## src/rtl/nmi_apb_bridge.sv

```systemverilog
// -----------------------------------------------------------------------------
// nmi_apb_bridge
//
// Purpose:
//   Responder on the native memory interface (NMI) and initiator on APB. Each
//   accepted NMI request becomes exactly one APB transfer. The bridge holds the
//   APB SETUP/ACCESS phases, honours wait states and slave errors, and forces an
//   error completion if a peripheral never asserts pready. That way a hung or
//   failing peripheral can never stall the core.
//
// Parameters:
//   ADDR_WIDTH : APB address width. The low ADDR_WIDTH bits of the NMI address
//                are forwarded with bits [1:0] cleared. Must be 3..32.
//   TIMEOUT    : maximum number of ACCESS cycles before a forced error
//                completion. Must be >= 1.
//   ERR_RDATA  : read data returned for a slave error or a timeout.
//
// Ports:
//   clk_i, rst_i          : clock and synchronous active-high reset
//   nmi_valid_i           : transfer request
//   nmi_addr_i            : byte address
//   nmi_wdata_i           : write data
//   nmi_wstrb_i           : byte strobes (0 = read)
//   nmi_ready_o           : one-cycle completion pulse
//   nmi_rdata_o           : read data, valid while nmi_ready_o = 1
//   apb_paddr_o           : word-aligned APB address
//   apb_psel_o            : APB select
//   apb_penable_o         : APB enable
//   apb_pwrite_o          : APB write
//   apb_pwdata_o          : APB write data
//   apb_pstrb_o           : APB write strobes (0 for reads)
//   apb_pready_i          : APB ready
//   apb_prdata_i          : APB read data
//   apb_pslverr_i         : APB slave error
//   err_o                 : one-cycle pulse on a slave error or a timeout
//   err_addr_o            : full NMI address of the most recent errored transfer
//   err_tmo_o             : 1 if the most recent error was a timeout
//
// All outputs come straight from registers. Each output register is loaded
// with the value that belongs to the state being entered, so it is valid
// during the whole cycle spent in that state.
// -----------------------------------------------------------------------------
module nmi_apb_bridge #(
  parameter int unsigned ADDR_WIDTH = 32,
  parameter int unsigned TIMEOUT    = 255,
  parameter logic [31:0] ERR_RDATA  = 32'hDEAD_BEEF
) (
  input  logic                  clk_i,
  input  logic                  rst_i,
  // NMI responder
  input  logic                  nmi_valid_i,
  input  logic [31:0]           nmi_addr_i,
  input  logic [31:0]           nmi_wdata_i,
  input  logic [3:0]            nmi_wstrb_i,
  output logic                  nmi_ready_o,
  output logic [31:0]           nmi_rdata_o,
  // APB initiator
  output logic [ADDR_WIDTH-1:0] apb_paddr_o,
  output logic                  apb_psel_o,
  output logic                  apb_penable_o,
  output logic                  apb_pwrite_o,
  output logic [31:0]           apb_pwdata_o,
  output logic [3:0]            apb_pstrb_o,
  input  logic                  apb_pready_i,
  input  logic [31:0]           apb_prdata_i,
  input  logic                  apb_pslverr_i,
  // Error capture
  output logic                  err_o,
  output logic [31:0]           err_addr_o,
  output logic                  err_tmo_o
);

  // The counter only has to reach TIMEOUT-1. It is sized for TIMEOUT so that
  // TIMEOUT = 1 still gets a legal, non-zero width.
  localparam int unsigned       CNT_W    = $clog2(TIMEOUT + 1);
  localparam logic [CNT_W-1:0]  CNT_LAST = CNT_W'(TIMEOUT - 1);

  typedef enum logic [1:0] {
    IDLE   = 2'd0,
    SETUP  = 2'd1,
    ACCESS = 2'd2,
    RESP   = 2'd3
  } state_e;

  state_e                state_q,   state_d;
  logic [31:0]           addr_q,    addr_d;     // full address, kept for error capture
  logic [ADDR_WIDTH-1:0] paddr_q,   paddr_d;
  logic [31:0]           pwdata_q,  pwdata_d;
  logic [3:0]            pstrb_q,   pstrb_d;
  logic                  pwrite_q,  pwrite_d;
  logic                  psel_q,    psel_d;
  logic                  penable_q, penable_d;
  logic                  ready_q,   ready_d;
  logic [31:0]           rdata_q,   rdata_d;
  logic                  err_q,     err_d;
  logic [31:0]           err_addr_q, err_addr_d;
  logic                  err_tmo_q, err_tmo_d;
  logic [CNT_W-1:0]      cnt_q,     cnt_d;

  // Completion qualifiers for the ACCESS phase. pready has priority over the
  // final count, so a late but valid response is never reported as a timeout.
  logic acc_done;
  logic acc_tmo;
  logic acc_err;

  always_comb begin
    acc_done = apb_pready_i || (cnt_q == CNT_LAST);
    acc_tmo  = !apb_pready_i;
    acc_err  = apb_pready_i ? apb_pslverr_i : 1'b1;
  end

  // ---------------------------------------------------------------------------
  // Next-state and output logic
  // ---------------------------------------------------------------------------
  always_comb begin
    // Hold the transfer context and the error record by default; the
    // per-cycle strobes fall back to 0.
    state_d    = state_q;
    addr_d     = addr_q;
    paddr_d    = paddr_q;
    pwdata_d   = pwdata_q;
    pstrb_d    = pstrb_q;
    pwrite_d   = pwrite_q;
    psel_d     = 1'b0;
    penable_d  = 1'b0;
    ready_d    = 1'b0;
    rdata_d    = '0;
    err_d      = 1'b0;
    err_addr_d = err_addr_q;
    err_tmo_d  = err_tmo_q;
    cnt_d      = cnt_q;

    unique case (state_q)
      IDLE: begin
        if (nmi_valid_i) begin
          state_d  = SETUP;
          addr_d   = nmi_addr_i;
          paddr_d  = {nmi_addr_i[ADDR_WIDTH-1:2], 2'b00};
          pwdata_d = nmi_wdata_i;
          pwrite_d = |nmi_wstrb_i;
          pstrb_d  = (|nmi_wstrb_i) ? nmi_wstrb_i : 4'b0000;
          psel_d   = 1'b1;
        end
      end

      SETUP: begin
        // pready is deliberately not looked at here: a slave may only
        // complete once penable is high.
        state_d   = ACCESS;
        cnt_d     = '0;
        psel_d    = 1'b1;
        penable_d = 1'b1;
      end

      ACCESS: begin
        if (acc_done) begin
          state_d = RESP;
          ready_d = 1'b1;
          // Writes always return 0. Errored reads return the marker value so
          // software sees a recognisable pattern instead of bus garbage.
          if (pwrite_q) begin
            rdata_d = '0;
          end else if (acc_err) begin
            rdata_d = ERR_RDATA;
          end else begin
            rdata_d = apb_prdata_i;
          end
          if (acc_err) begin
            err_d      = 1'b1;
            err_addr_d = addr_q;
            err_tmo_d  = acc_tmo;
          end
        end else begin
          // This branch is only reached while cnt_q < TIMEOUT-1, so the
          // increment can never wrap.
          cnt_d     = cnt_q + 1'b1;
          psel_d    = 1'b1;
          penable_d = 1'b1;
        end
      end

      RESP: begin
        // Back to IDLE no matter what valid looks like. The master drops
        // valid on the edge that samples ready, so the next IDLE cycle sees
        // either nothing or a genuinely new request.
        state_d = IDLE;
      end

      default: begin
        state_d = IDLE;
      end
    endcase
  end

  // ---------------------------------------------------------------------------
  // State and output registers
  // ---------------------------------------------------------------------------
  always_ff @(posedge clk_i) begin
    if (rst_i) begin
      state_q    <= IDLE;
      addr_q     <= '0;
      paddr_q    <= '0;
      pwdata_q   <= '0;
      pstrb_q    <= '0;
      pwrite_q   <= 1'b0;
      psel_q     <= 1'b0;
      penable_q  <= 1'b0;
      ready_q    <= 1'b0;
      rdata_q    <= '0;
      err_q      <= 1'b0;
      err_addr_q <= '0;
      err_tmo_q  <= 1'b0;
      cnt_q      <= '0;
    end else begin
      state_q    <= state_d;
      addr_q     <= addr_d;
      paddr_q    <= paddr_d;
      pwdata_q   <= pwdata_d;
      pstrb_q    <= pstrb_d;
      pwrite_q   <= pwrite_d;
      psel_q     <= psel_d;
      penable_q  <= penable_d;
      ready_q    <= ready_d;
      rdata_q    <= rdata_d;
      err_q      <= err_d;
      err_addr_q <= err_addr_d;
      err_tmo_q  <= err_tmo_d;
      cnt_q      <= cnt_d;
    end
  end

  assign nmi_ready_o   = ready_q;
  assign nmi_rdata_o   = rdata_q;
  assign apb_paddr_o   = paddr_q;
  assign apb_psel_o    = psel_q;
  assign apb_penable_o = penable_q;
  assign apb_pwrite_o  = pwrite_q;
  assign apb_pwdata_o  = pwdata_q;
  assign apb_pstrb_o   = pstrb_q;
  assign err_o         = err_q;
  assign err_addr_o    = err_addr_q;
  assign err_tmo_o     = err_tmo_q;

endmodule

```

## config.mk

```make
export PLATFORM = sky130hd
export DESIGN_NAME = nmi_apb_bridge
export DESIGN_NICKNAME = d
export VERILOG_FILES = /design/src/rtl/nmi_apb_bridge.sv
export SDC_FILE = /design/constraint.sdc
export NUM_CORES = 1
export LEC_CHECK = 0
export BUFFER_PORTS_ARGS = -buffer_cell sky130_fd_sc_hd__buf_2
export CORE_UTILIZATION = 43
export CTS_BUF_LIST = sky130_fd_sc_hd__clkbuf_8 sky130_fd_sc_hd__clkbuf_16
export CTS_CLUSTER_SIZE = 24
export DETAILED_ROUTE_END_ITERATION = 10
export PLACE_DENSITY = 0.73
export SYNTH_ARGS = -nofsm -noshare
export SYNTH_HDL_FRONTEND = slang
export SYNTH_SLANG_ARGS = --single-unit
```

## constraint.sdc

```tcl
create_clock -name clk_i -period 1.89 [get_ports clk_i]
set_input_delay 0.378 -clock clk_i [delete_from_list [all_inputs] [get_ports clk_i]]
set_output_delay 0.378 -clock clk_i [all_outputs]
set_load 0.005 [all_outputs]
```

==> results by stage, run 1 <==
Clock tree:
- TritonCTS built the clock tree.
- The H-tree was split into 4 levels.
- The master cell of the clock root buffer is clkbuf_16.
- The clock passes through at most 2 buffers.
- The clock-pin slew of the registers on the worst-case setup and hold paths is 0.06 ns.
- The later pin in the worst-skew pair is clocked with a latency of 0.42 ns.
- The clock sink count is 148.
- The number of buffers created by CTS is 17.

Timing:
- The final-layout worst hold slack is 0.158 ns.
- The final count of hold timing violations was 0.
- Static timing analysis puts the maximum clock frequency at 557 MHz.
- The actual transition at the worst max-transition pin is 0.558 ns.
- For the final database, setup skew stands at 0.0162 ns.
- The count of endpoints failing setup in the final report is 0.
- Setup repair after global routing could not meet its margin everywhere.
- The clock period could shrink to 1.80 ns.
- After layout, the worst setup slack is 0.0948 ns.
- The number of pins with negative max-slew slack in the final report came to 0.
- Headroom to the max-slew limit came out at 0.628.
- The part of the cycle the worst path needs is 0.950.

Worst setup path:
- The capture point of the critical path is cnt_q[6].
- The cell with the biggest individual delay on the critical path is or4_1.
- The start point of the critical path is cnt_q[0].
- STA classifies the critical path endpoint as a flip-flop.
- The slack of the worst reg-to-reg path is 0.09 ns.
- The critical path is of the flip-flop to flip-flop type.
- The number of cells on the worst reg-to-reg path is 6.
- The delay of the slowest critical-path stage is 0.50 ns.
- The launch point of the worst reg-to-reg path is cnt_q[0].
- STA classifies the critical path startpoint as a flip-flop.
- The worst endpoint data arrival time is 2.11 ns.
- The signal on the critical path passes through inv_1 > ha_1 > nand3_1 > o2111ai_2 > or4_1 > a31oi_1.
- Of all nets on the critical path, the largest fanout is 4.
- The capture point of the worst reg-to-reg path is cnt_q[6].
- For the worst setup path, the data required time is 2.21 ns.

Layout:
- At the end of the flow, the number of nets in the layout was 955.
- The fraction of layout cells with a size suffix above 1 is 0.387.
- Relative to the synthesized area, the layout overhead comes to 30.2%.
- Counting the fill cells in the layout gives 1180.
- Once layout is done, the placed cells without fillers occupy 0.00751 mm².
- The number of antenna diodes in the final layout is 0.

Synthesis:
- Ranked by total cell area, the synthesized netlist is headed by dfxtp_1 51%, nand2_1 9.2%, a21oi_1 8.9%.
- The top-area cell type share of the netlist area is 0.513.
- The count of synthesis-stage warnings from yosys is 0.
- The cell accounting for the most synthesized area is dfxtp_1.
- The number of standard cells after synthesis is 645.
- For this run, asynchronously set or reset flops after synthesis account for 0.
- In this run the mean area of a mapped cell was 8.95 µm².
- The number of storage elements in the synthesis netlist is 148.
- In this run, synthesis inferred 0 flip-flops with an integrated enable.
- The area of the mapped netlist is 0.00577 mm².
- The most used flip-flop cell after synthesis is dfxtp_1.
- The count of cell types in the netlist is 43.
- The sequential element share of the synthesized area is 0.513.

Routing:
- The number of iterations in the first detailed-routing pass is 5.
- In the routed design, unresolved DRC markers number 0.
- The via total after detailed routing is 4922.
- The post-detailed-route via-to-cell ratio is 4.79.
- After detailed routing, the average wire length per cell comes to 13.2 µm.
- The number of routed nets with antenna violations is 0.
- The total routed wirelength is 13600 µm.
- The iteration-0 DRC count of the detailed router is 287.

Floorplanning:
- In this run the core area contains 41 standard-cell rows.
- The effective utilization at floorplan is 0.448.
- The total area inside the core boundary comes to 0.0129 mm².
- The floorplan step defined a die boundary enclosing 0.0139 mm².
- The die span in y is 118 µm.
- The number of top-level pins is 243.
- The width of the die is 118 µm.

Flow run:
- The tool flagged a number of max-cap violations equal to 0.

Min path:
- The class of the worst hold path is input pin to flip-flop.

Placement:
- The detailed placement HPWL is 9180 µm.
- The routability congestion estimate from global placement is 0.756.
- Summing all placed instances gives a cell area of 0.00691 mm².
- Port buffering added 240 buffers.
- The worst setup slack after placement is -0.0113 ns.

Global routing:
- For this run the aggregate overflow at the end of global routing stands at 0.
- The pin count of the biggest net entering global routing is 117.
- For met3 alone, demand over resource in global routing was 0.0659.
- The via count of the first global-routing pass is 4548.
- The number of antenna violations at the first check in global routing is 0.
- Across every metal layer, demand over resource in global routing totals 0.194.
- After global routing, the most crowded layer is met2.
- In the global route stage, met1 resource usage came out at 0.226.
- The wire length of the first global-routing pass is 21800 µm.
- For this run, global-route usage on met2 was measured as 0.324.

Power and ir drop:
- The leakage power of the design is 3.47 nW.
- Dividing total power by cell area gives a power density of 1150 mW/mm².
- Across the VDD grid, the largest voltage drop is 0.000647 V.

Run status:
- The run finished with clean final reports.
area by class of cell:
class | instances | area (µm²) | share of cell area
flip-flops and latches | 148 | 2960 | 0.394
repair buffers | 259 | 1410 | 0.187
clock inverters | 14 | 139 | 0.0185
clock buffers | 18 | 439 | 0.0584
well taps | 172 | 215 | 0.0286
multi-input cells | 413 | 2330 | 0.311
inverters | 4 | 15.0 | 0.00200
metrics by stage:
step / utilization / power, mW / TNS [ns] / cells
after global routing: 0.584 / 9.12 / -0.444 / 1028
after detailed placement: 0.537 / 5.49 / -0.0113 / 995
after global placement: 0.537 / 5.47 / 0 / 995
after CTS: 0.582 / 8.77 / 0 / 1027
after floorplan: - / 4.84 / 0 / 646
final: 0.584 / 8.65 / 0 / 1028
worst min path at each step:
stage	from	slack [ns]	depth (start not counted)	end
floorplan	addr_q[0]	0.44	2	addr_q[0]
global placement	apb_pwdata_o[26]	0.44	2	apb_pwdata_o[26]
detailed placement	apb_pwdata_o[5]	0.44	2	apb_pwdata_o[5]
CTS	apb_prdata_i[4]	0.14	2	nmi_rdata_o[4]
global route	apb_prdata_i[23]	0.15	2	nmi_rdata_o[23]
finish	apb_prdata_i[4]	0.16	2	nmi_rdata_o[4]
flip-flops by register name, summed over array words and instances (netlist names):
| signal | count |
|---|---|
| apb_penable_o | 1 |
| state_q | 2 |
| apb_pwrite_o | 1 |
| err_o | 1 |
| nmi_rdata_o | 32 |
| addr_q | 32 |
| err_addr_o | 32 |
| apb_psel_o | 1 |
| nmi_ready_o | 1 |
| cnt_q | 8 |
| apb_pstrb_o | 4 |
| apb_pwdata_o | 32 |
| err_tmo_o | 1 |
critical path: cells and delay by family (launching register included):
family / cells / cell delay (ns)
and+or+nand+nor: 2 / 0.70
DFF: 1 / 0.36
AOI/OAI and AO/OA: 2 / 0.36
adders and majority gates: 1 / 0.20
buffers and inverters: 1 / 0.08
synth_stat cells (all sizes together), types with 3 or more instances:
| library cell | count |
|---|---|
| a21bo | 31 |
| a21oi | 104 |
| a31oi | 5 |
| and2 | 10 |
| buf | 48 |
| clkbuf | 34 |
| dfxtp | 148 |
| ha | 7 |
| inv | 4 |
| nand2 | 142 |
| nand2b | 11 |
| nand3 | 35 |
| nand3b | 4 |
| nor2 | 5 |
| nor2b | 3 |
| o21a | 26 |
where the power goes:
group / switching, mW / internal [mW]
Combinational: 1.07 / 0.734
Clock: 1.27 / 1.96
Sequential: 0.178 / 3.44
cells in the final DEF (no fill, tap or decap), drive strengths merged, types with 3 or more instances in the layout:
master and count:
nand2 142, nand3 35, a21oi 104, nor2b 3
ha 7, and2 10, buf 259, nand2b 11
inv 5, o21a 26, nor2 5, dfxtp 148
clkinvlp 5, a21bo 31, nor3 3, clkinv 6
a31oi 5, nand3b 4, clkbuf 18
logic make-up (layout without fill, tap and decap cells):
kind of cell | count (synthesis) | count (layout) | synth area share
other | 1 | 2 | 0.000650
muxes | 2 | 2 | 0.00369
adders and majority gates | 7 | 7 | 0.0152
and+or+nand+nor | 221 | 222 | 0.174
buffers and inverters | 86 | 295 | 0.0878
DFF | 148 | 148 | 0.513
AOI/OAI and AO/OA | 180 | 180 | 0.206
repair_timing:
action	CTS	global route
setup buffers	0	0
hold buffers	0	0
setup endpoints to repair	8	27
pin swaps	1	1
gates cloned	0	1
gates resized for setup	0	2
layer usage:
| metal | routed length (µm) | up-vias |
|---|---|---|
| li1 | - | 2539 |
| met1 | 5810 | 2240 |
| met2 | 6860 | 130 |
| met3 | 762 | 13 |
| met4 | 180 | 0 |
| met5 | 0 | - |
No activity file was read; power rests on OpenSTA's default activity.
==> inputs of run 2 (changes only) <==
--- a/config.mk
+++ b/config.mk
@@ -5,12 +5,13 @@
 export SDC_FILE = /design/constraint.sdc
 export NUM_CORES = 1
 export LEC_CHECK = 0
+export ABC_AREA = 1
 export BUFFER_PORTS_ARGS = -buffer_cell sky130_fd_sc_hd__buf_2
 export CORE_UTILIZATION = 43
 export CTS_BUF_LIST = sky130_fd_sc_hd__clkbuf_8 sky130_fd_sc_hd__clkbuf_16
 export CTS_CLUSTER_SIZE = 24
 export DETAILED_ROUTE_END_ITERATION = 10
-export PLACE_DENSITY = 0.73
+export PLACE_DENSITY = 0.74
 export SYNTH_ARGS = -nofsm -noshare
 export SYNTH_HDL_FRONTEND = slang
 export SYNTH_SLANG_ARGS = --single-unit
==> run 2 against run 1 <==
Worst setup slack improved by 0.18 ns; sequential power grew 14%; die area shrank 3.9%; first-iteration DRC count is 12% lower; critical path type unchanged.
==> results by stage, run 2 <==
Clock tree:
- The clock sink count is 148 (unchanged).
- The level count of the clock H-tree is 4 (unchanged).
- The number of buffers created by CTS is 17 (unchanged).
- The number of buffers inserted by hold repair at cts is 0 (unchanged).
- The number of gates given a new drive strength after cts is 0 (unchanged).
- The number of buffers inserted by post-CTS setup repair came to 0 (unchanged).
- The latest clock arrival within the worst-skew pair is 0.42 ns (about the same).
- The number of buffers on the longest clock path is 2 (unchanged).
- The TritonCTS clock tree is built.
- The clock-pin slew of the registers on the worst-case setup and hold paths was 0.06 ns (about the same).
- The cell sitting at the root of the clock tree is a clkbuf_16.

Timing:
- The part of the cycle the worst path needs is 0.853 (-0.0973).
- The setup skew after layout is 0.00787 ns (-0.00832 ns).
- The worst-case setup margin in the final layout is 0.279 ns (+0.184 ns).
- Setup repair after global routing left no endpoint under its margin.
- The maximum operating frequency is 621 MHz (+11%).
- The number of pins with negative max-slew slack in the final report is 0 (unchanged).
- The final period demand of the worst path is 1.61 ns (-0.184 ns).
- The final count of hold timing violations is 0 (unchanged).
- The count of endpoints failing setup in the final report is 0 (unchanged).
- The total negative setup slack was 0 ns (unchanged).

Global routing:
- The total routing resource utilization after global routing came to 0.206 (+0.0118).
- The number of antenna violations at the first check in global routing is 0 (unchanged).
- The sum of overflow across all layers after global routing is 0 (unchanged).
- The wire length of the first global-routing pass was 21200 µm (-2.6%).
- The pin count of the biggest net entering global routing is 62 (-47%).
- The via count of the first global-routing pass is 4472 (-1.7%).

Synthesis:
- The count of cell types in the netlist was 27 (-37%).
- The sequential element share of the synthesized area is 0.534 (+0.0211).
- The cell accounting for the most synthesized area is dfxtp_1.
- The number of storage elements in the synthesis netlist is 148 (unchanged).
- The proportion of synthesized flip-flops having asynchronous set or reset is 0 (unchanged).
- In the synthesized netlist, the cells that appear most often are 246 x nor2_1, 148 x dfxtp_1, 99 x o21ai_0, 41 x a21oi_1, 33 x nand2_1.
- The count of flip-flops with a built-in enable after synthesis came to 0 (unchanged).
- The top-area cell type share of the netlist area is 0.534 (+0.0211).
- The average instance area after synthesis is 7.84 µm² (-12%).
- The area of the mapped netlist is 0.00554 mm² (-3.9%).
- The number of standard cells after synthesis was 707 (+9.6%).
- The count of synthesis-stage warnings from yosys is 0 (unchanged).
- The most used flip-flop cell after synthesis is dfxtp_1.
- The most used standard cell by instance count after synthesis is nor2_1.
- By area the synthesized netlist is led by dfxtp_1 53%, nor2_1 17%, o21ai_0 8.9%.

Routing:
- The via total after detailed routing is 5022 (+2.0%).
- The iteration-0 DRC count of the detailed router is 252 (-12%).
- The total routed wirelength was 13700 µm (+0.28%).
- The post-detailed-route via-to-cell ratio is 4.61 (-3.7%).
- The remaining design rule violation count is 0 (unchanged).
- The number of iterations in the first detailed-routing pass is 4 (-1).
- The average wire per cell in the routed design was 12.5 µm (-5.3%).
- The number of routed nets with antenna violations came to 0 (unchanged).

Flow run:
- The number of max-capacitance violations reported is 0 (unchanged).

Min path:
- In this run the worst hold path is classified as input pin to flip-flop.

Worst setup path:
- The type of element capturing the critical path is a flip-flop.
- The element type at the critical path start is a flip-flop.
- The slack of the worst reg-to-reg path was 0.28 ns (+0.18 ns).
- The maximum fanout count along the critical path is 34 (+30).
- The worst setup path is of the flip-flop to flip-flop kind.
- The required time of the critical path came to 2.24 ns (+0.03 ns).
- The worst endpoint data arrival time is 1.96 ns (-0.15 ns).

Power and ir drop:
- The worst supply voltage drop on vdd is 0.000878 V (+36%).
- The power per standard cell area is 1430 mW/mm² (+24%).
- The overall power is 10.5 mW (+21%).
- The leakage power of the design is 3.67 nW (+6.0%).

Layout:
- Leaving out fill and tap cells, the most frequent cell in the layout is nor2_1.
- The diode insertion count for antenna repair is 0 (unchanged).
- The final net count came to 1016 (+6.4%).
- The fraction of layout cells with a size suffix above 1 was 0.323 (-0.0639).
- The top cell types in the final layout, fill and taps aside, are 246 x nor2_1, 240 x buf_2, 148 x dfxtp_1.
- The post-layout instance count excluding filler cells came to 1089 (+5.9%).
- The area growth from synthesis to layout is 31.8%.

Placement:
- The number of cells after detailed placement came to 1057 (+6.2%).
- The routability congestion estimate from global placement is 0.795 (+5.2%).
- The worst setup slack after placement is 0.305 ns (+0.317 ns).
- The number of buffers inserted by port buffering is 240 (unchanged).
- The detailed placement HPWL came to 9440 µm (+2.9%).

Floorplanning:
- The total number of placement rows is 41 (unchanged).
- The die area is 0.0134 mm² (-3.9%).
- The die span in y was 116 µm (-2.0%).
- The effective utilization at floorplan is 0.439 (-0.00893).
- The width of the die is 116 µm (-2.0%).
- The number of top-level pins is 243 (unchanged).
- The standard cell core area is 0.0126 mm² (-2.0%).

Run status:
- The run finished with clean final reports.
==> run 2: cell types whose count changed after synthesis, moves of 31 or more <==
cell | before | now
a21oi_1 | 103 | 41
nand2_1 | 142 | 33
nor2_1 | 5 | 246
a21bo_2 | 31 | 0
o21ai_0 | 2 | 99
==> run 2: stage by stage <==
step	area [µm²]	utilization	hold slack (ns)
2_1_floorplan	5550	-	0.450
3_3_place_gp	6680	0.529	0.451
3_5_place_dp	6680	0.529	0.461
4_1_cts	7310	0.579	0.151
5_1_grt	7310	0.579	0.157
6_report	7310	0.579	0.173
==> run 2: final timing paths <==
kind / cells past startpoint / from / end
worst max register to register: 10 / cnt_q[0] / err_addr_o[17]
worst min-delay path: 3 / apb_prdata_i[20] / nmi_rdata_o[20]
worst min register to register: 2 / err_tmo_o / err_tmo_o
worst max-delay path: 10 / cnt_q[0] / err_addr_o[17]
==> run 2: metal layers <==
metal  part of all wire  up-vias  wire length (µm)  track usage
met3              0.093       19              1270       0.0821
met2               0.47      207              6380        0.350
met1               0.42     2186              5760        0.225
met4              0.017        0               237       0.0961
met5                  0        -                 0            0
li1                   -     2610                 -            -
==> run 2: logic make-up (layout without fill, tap and decap cells) <==
family	after synthesis	in the layout	synth area share
buffers and inverters	102	311	0.0955
adders and majority gates	7	7	0.0158
and+or+nand+nor	302	302	0.220
DFF	148	148	0.534
AOI/OAI and AO/OA	147	147	0.134
other	1	2	0.000676
==> run 2: final cells by class <==
cell class | count | area (µm²)
timing repair buffer | 251 | 1330
clock buffer | 17 | 425
multi-input combinational | 458 | 2060
clock inverter | 15 | 204
inverter | 28 | 105
tap | 172 | 215
sequential | 148 | 2960
fill | 1197 | 5310
==> run 2: power breakdown <==
| part | total (mW) | switching, mW | internal (mW) |
|---|---|---|---|
| registers | 4.13 | 0.357 | 3.77 |
| logic | 2.76 | 1.63 | 1.13 |
| clock network | 3.56 | 1.34 | 2.22 |
==> run 2: worst max-delay path, cell delays in order, from the launching register on <==
cell	delay (ns)
dfxtp_1	0.37
inv_1	0.09
ha_1	0.20
inv_1	0.05
nor2_1	0.04
nand2_2	0.10
nand2_4	0.08
nand3_2	0.06
buf_4	0.31
o21ai_0	0.13
nor2_1	0.12
==> inputs of run 3 (changes only) <==
--- a/config.mk
+++ b/config.mk
@@ -6,12 +6,11 @@
 export NUM_CORES = 1
 export LEC_CHECK = 0
 export ABC_AREA = 1
-export BUFFER_PORTS_ARGS = -buffer_cell sky130_fd_sc_hd__buf_2
 export CORE_UTILIZATION = 43
 export CTS_BUF_LIST = sky130_fd_sc_hd__clkbuf_8 sky130_fd_sc_hd__clkbuf_16
 export CTS_CLUSTER_SIZE = 24
 export DETAILED_ROUTE_END_ITERATION = 10
-export PLACE_DENSITY = 0.74
+export DONT_BUFFER_PORTS = 1
 export SYNTH_ARGS = -nofsm -noshare
 export SYNTH_HDL_FRONTEND = slang
 export SYNTH_SLANG_ARGS = --single-unit
==> constraint.sdc (replaced) <==
create_clock -name clk_i -period 1.89 [get_ports clk_i]
set_input_delay 0.0945 -clock clk_i [delete_from_list [all_inputs] [get_ports clk_i]]
set_output_delay 0.0945 -clock clk_i [all_outputs]
set_load 0.005 [all_outputs]
==> run 3 against run 2 <==
Total power decreased by 0.62%; clock skew decreased by 0.0021 ns; largest cell class unchanged; worst setup slack worse by 0.055 ns; die area unchanged; cell area down 1.6%; worst hold slack got worse by 0.16 ns; critical path depth is 4 lower; fmax down 3.3%.
==> results by stage, run 3 (synthesis gave the netlist of run 2 again) <==
Routing:
- The iteration-0 DRC count of the detailed router was 246 (-2.4%).
- The remaining design rule violation count is 0 (unchanged).
- The number of routed nets with antenna violations is 0 (unchanged).
- The via total after detailed routing is 4747 (-5.5%).
- The total routed wirelength is 14600 µm (+6.7%).
- The average wire per cell in the routed design is 15.3 µm (+22%).
- The post-detailed-route via-to-cell ratio is 4.98 (+8.0%).
- The number of iterations in the first detailed-routing pass was 4 (unchanged).

Layout:
- The most common cell after layout, fill and taps aside is nor2_1.
- The fraction of layout cells with a size suffix above 1 came to 0.0755 (-0.247).
- The final-layout fill cell count came to 1100 (-8.1%).
- The summed area of non-filler cells in the final layout is 0.00719 mm² (-1.6%).
- The final standard cell utilization of the core is 0.570 (-0.00952).
- The area growth from synthesis to final layout is 29.6%.
- The final net count is 881 (-13%).
- In the layout the commonest cells are 246 x nor2_1, 148 x dfxtp_1, 103 x dlygate4sd3_1.
- The diode insertion count for antenna repair is 0 (unchanged).

Min path:
- The class of the worst hold path is input pin to flip-flop.

Worst setup path:
- The required time of the critical path is 2.18 ns (-0.06 ns).
- Among all stages on the critical path, the largest delay is contributed by dfxtp_1.
- The maximum fanout count along the critical path is 32 (-5.9%).
- The worst setup path is of the flip-flop to flip-flop kind.
- The worst endpoint data arrival time is 1.96 ns (about the same).
- The element type at the critical path start is a flip-flop.
- The worst setup path is captured at a flip-flop.
- The critical path goes through inv_1 > ha_1 > nand2_2 > buf_4 > o21ai_0 > nor2_1.
- The delay of the slowest critical-path stage is 0.33 ns (-0.04 ns).

Power and ir drop:
- The overall power was 10.4 mW (-0.62%).
- The leakage power of the design is 3.00 nW (-18%).
- The worst supply voltage drop on vdd is 0.000956 V (+8.9%).
- The power per standard cell area is 1450 mW/mm² (+1.0%).

Clock tree:
- CTS placed an instance of clkbuf_16 at the clock tree root.
- The number of buffers created by CTS is 17 (unchanged).
- The clock-pin slew of the registers on the worst-case setup and hold paths came to 0.06 ns (about the same).
- The level count of the clock H-tree is 4 (unchanged).
- The number of buffers inserted by post-CTS setup repair is 0 (unchanged).
- TritonCTS built the clock tree.
- The latest clock arrival within the worst-skew pair is 0.42 ns (about the same).
- The clock sink count is 148 (unchanged).
- The number of buffers on the longest clock path is 2 (unchanged).

Timing:
- The final count of hold timing violations came to 0 (unchanged).
- The worst slew margin relative to its limit is 0.607.
- The number of pins with negative max-slew slack in the final report is 0 (unchanged).
- The part of the cycle the worst path needs is 0.882 (+0.0293).
- Setup repair after global routing left no endpoint under its margin.
- The count of endpoints failing setup in the final report is 0 (unchanged).
- The setup skew after layout is 0.00577 ns (-0.00210 ns).
- The worst-case setup margin in the final layout is 0.223 ns (-0.0553 ns).
- The final period demand of the worst path is 1.67 ns (+0.0553 ns).
- The total negative setup slack is 0 ns (unchanged).
- The maximum operating frequency came to 600 MHz (-3.3%).
- The actual transition at the worst max-transition pin is 0.588 ns.

Floorplanning:
- The die span in y came to 116 µm (unchanged).
- The width of the die is 116 µm (unchanged).
- The number of top-level pins is 243 (unchanged).
- The die area is 0.0134 mm² (unchanged).
- The effective utilization at floorplan is 0.439 (unchanged).
- The standard cell core area is 0.0126 mm² (unchanged).
- The total number of placement rows came to 41 (unchanged).

Run status:
- The run finished with clean final reports.

Placement:
- The detailed placement HPWL was 9260 µm (-1.9%).
- The instance area at placement is 0.00548 mm² (-18%).
- The worst setup slack after placement is 0.216 ns (-0.0892 ns).
- The routability congestion estimate from global placement came to 0.822 (+3.3%).
- The number of buffers inserted by port buffering is 0 (-100%).

Global routing:
- The number of antenna violations at the first check in global routing was 0 (unchanged).
- The total routing resource utilization after global routing is 0.216 (+0.00971).
- The pin count of the biggest net entering global routing is 57 (-8.1%).
- The sum of overflow across all layers after global routing is 0 (unchanged).
- The wire length of the first global-routing pass is 21800 µm (+2.9%).
- The via count of the first global-routing pass is 4440 (-0.72%).

Flow run:
- The number of max-capacitance violations reported is 0 (unchanged).
==> run 3: cell count changes in the layout (fill, tap and decap cells not counted), moves of 2 or more <==
cell           before  now
buf_2             240    0
dlygate4sd3_1       0  103
buf_4               7   10
clkinv_4            3    0
bufinv_16           4    6
clkbuf_8            0    2
clkinv_2            0    2
inv_1              27   25
==> run 3: where the power goes <==
group	internal (mW)	switching, mW	total [mW]	leakage [nW]
clock network	2.55	1.29	3.84	0.330
registers	3.78	0.563	4.34	1.21
logic	0.839	1.37	2.21	1.46
total	7.16	3.23	10.4	3.00
==> run 3: critical path: cells and delay by family, from the launching register on <==
kind	cells	cell delay (ns)
AOI/OAI and AO/OA	1	0.33
adders and majority gates	1	0.21
and+or+nand+nor	2	0.26
DFF	1	0.33
buffers and inverters	2	0.41
==> run 3: through the flow <==
step,hold WS [ns],cells
finish,0.0175,953
global placement,0.169,819
detailed placement,0.170,819
CTS,0.00446,953
global route,0.0396,953
floorplan,0.207,708
==> run 3: worst paths after layout <==
path         startpoint         endpoint  slack (ns)  depth (start not counted)
max reg2reg  state_q[0]  apb_pwdata_o[0]        0.22                          6
min reg2reg   addr_q[0]        addr_q[0]        0.48                          2
min               rst_i         cnt_q[7]        0.02                          3
max          state_q[0]  apb_pwdata_o[0]        0.22                          6
==> run 3: area by class of cell <==
cell class / count / area (µm²) / share of cell area
repair buffers: 116 / 1170 / 0.162
multi-input cells: 458 / 2060 / 0.287
clock buffers: 19 / 453 / 0.0630
clock inverters: 12 / 224 / 0.0312
inverters: 28 / 105 / 0.0146
flip-flops and latches: 148 / 2960 / 0.412
well taps: 172 / 215 / 0.0299
==> run 3: layer usage <==
| layer | GRT usage | vias up | wire [µm] |
|---|---|---|---|
| met2 | 0.387 | 230 | 7200 |
| met1 | 0.222 | 2135 | 5600 |
| li1 | - | 2348 | - |
| met5 | 0 | - | 0 |
| met3 | 0.0879 | 34 | 1450 |
| met4 | 0.0900 | 0 | 312 |
==> run 3: timing repair <==
action / 4_1_cts / 5_1_grt
gates resized for setup: 0 / 0
setup endpoints to repair: 0 / 0
hold endpoints to repair: 111 / 0
hold buffers: 103 / 0
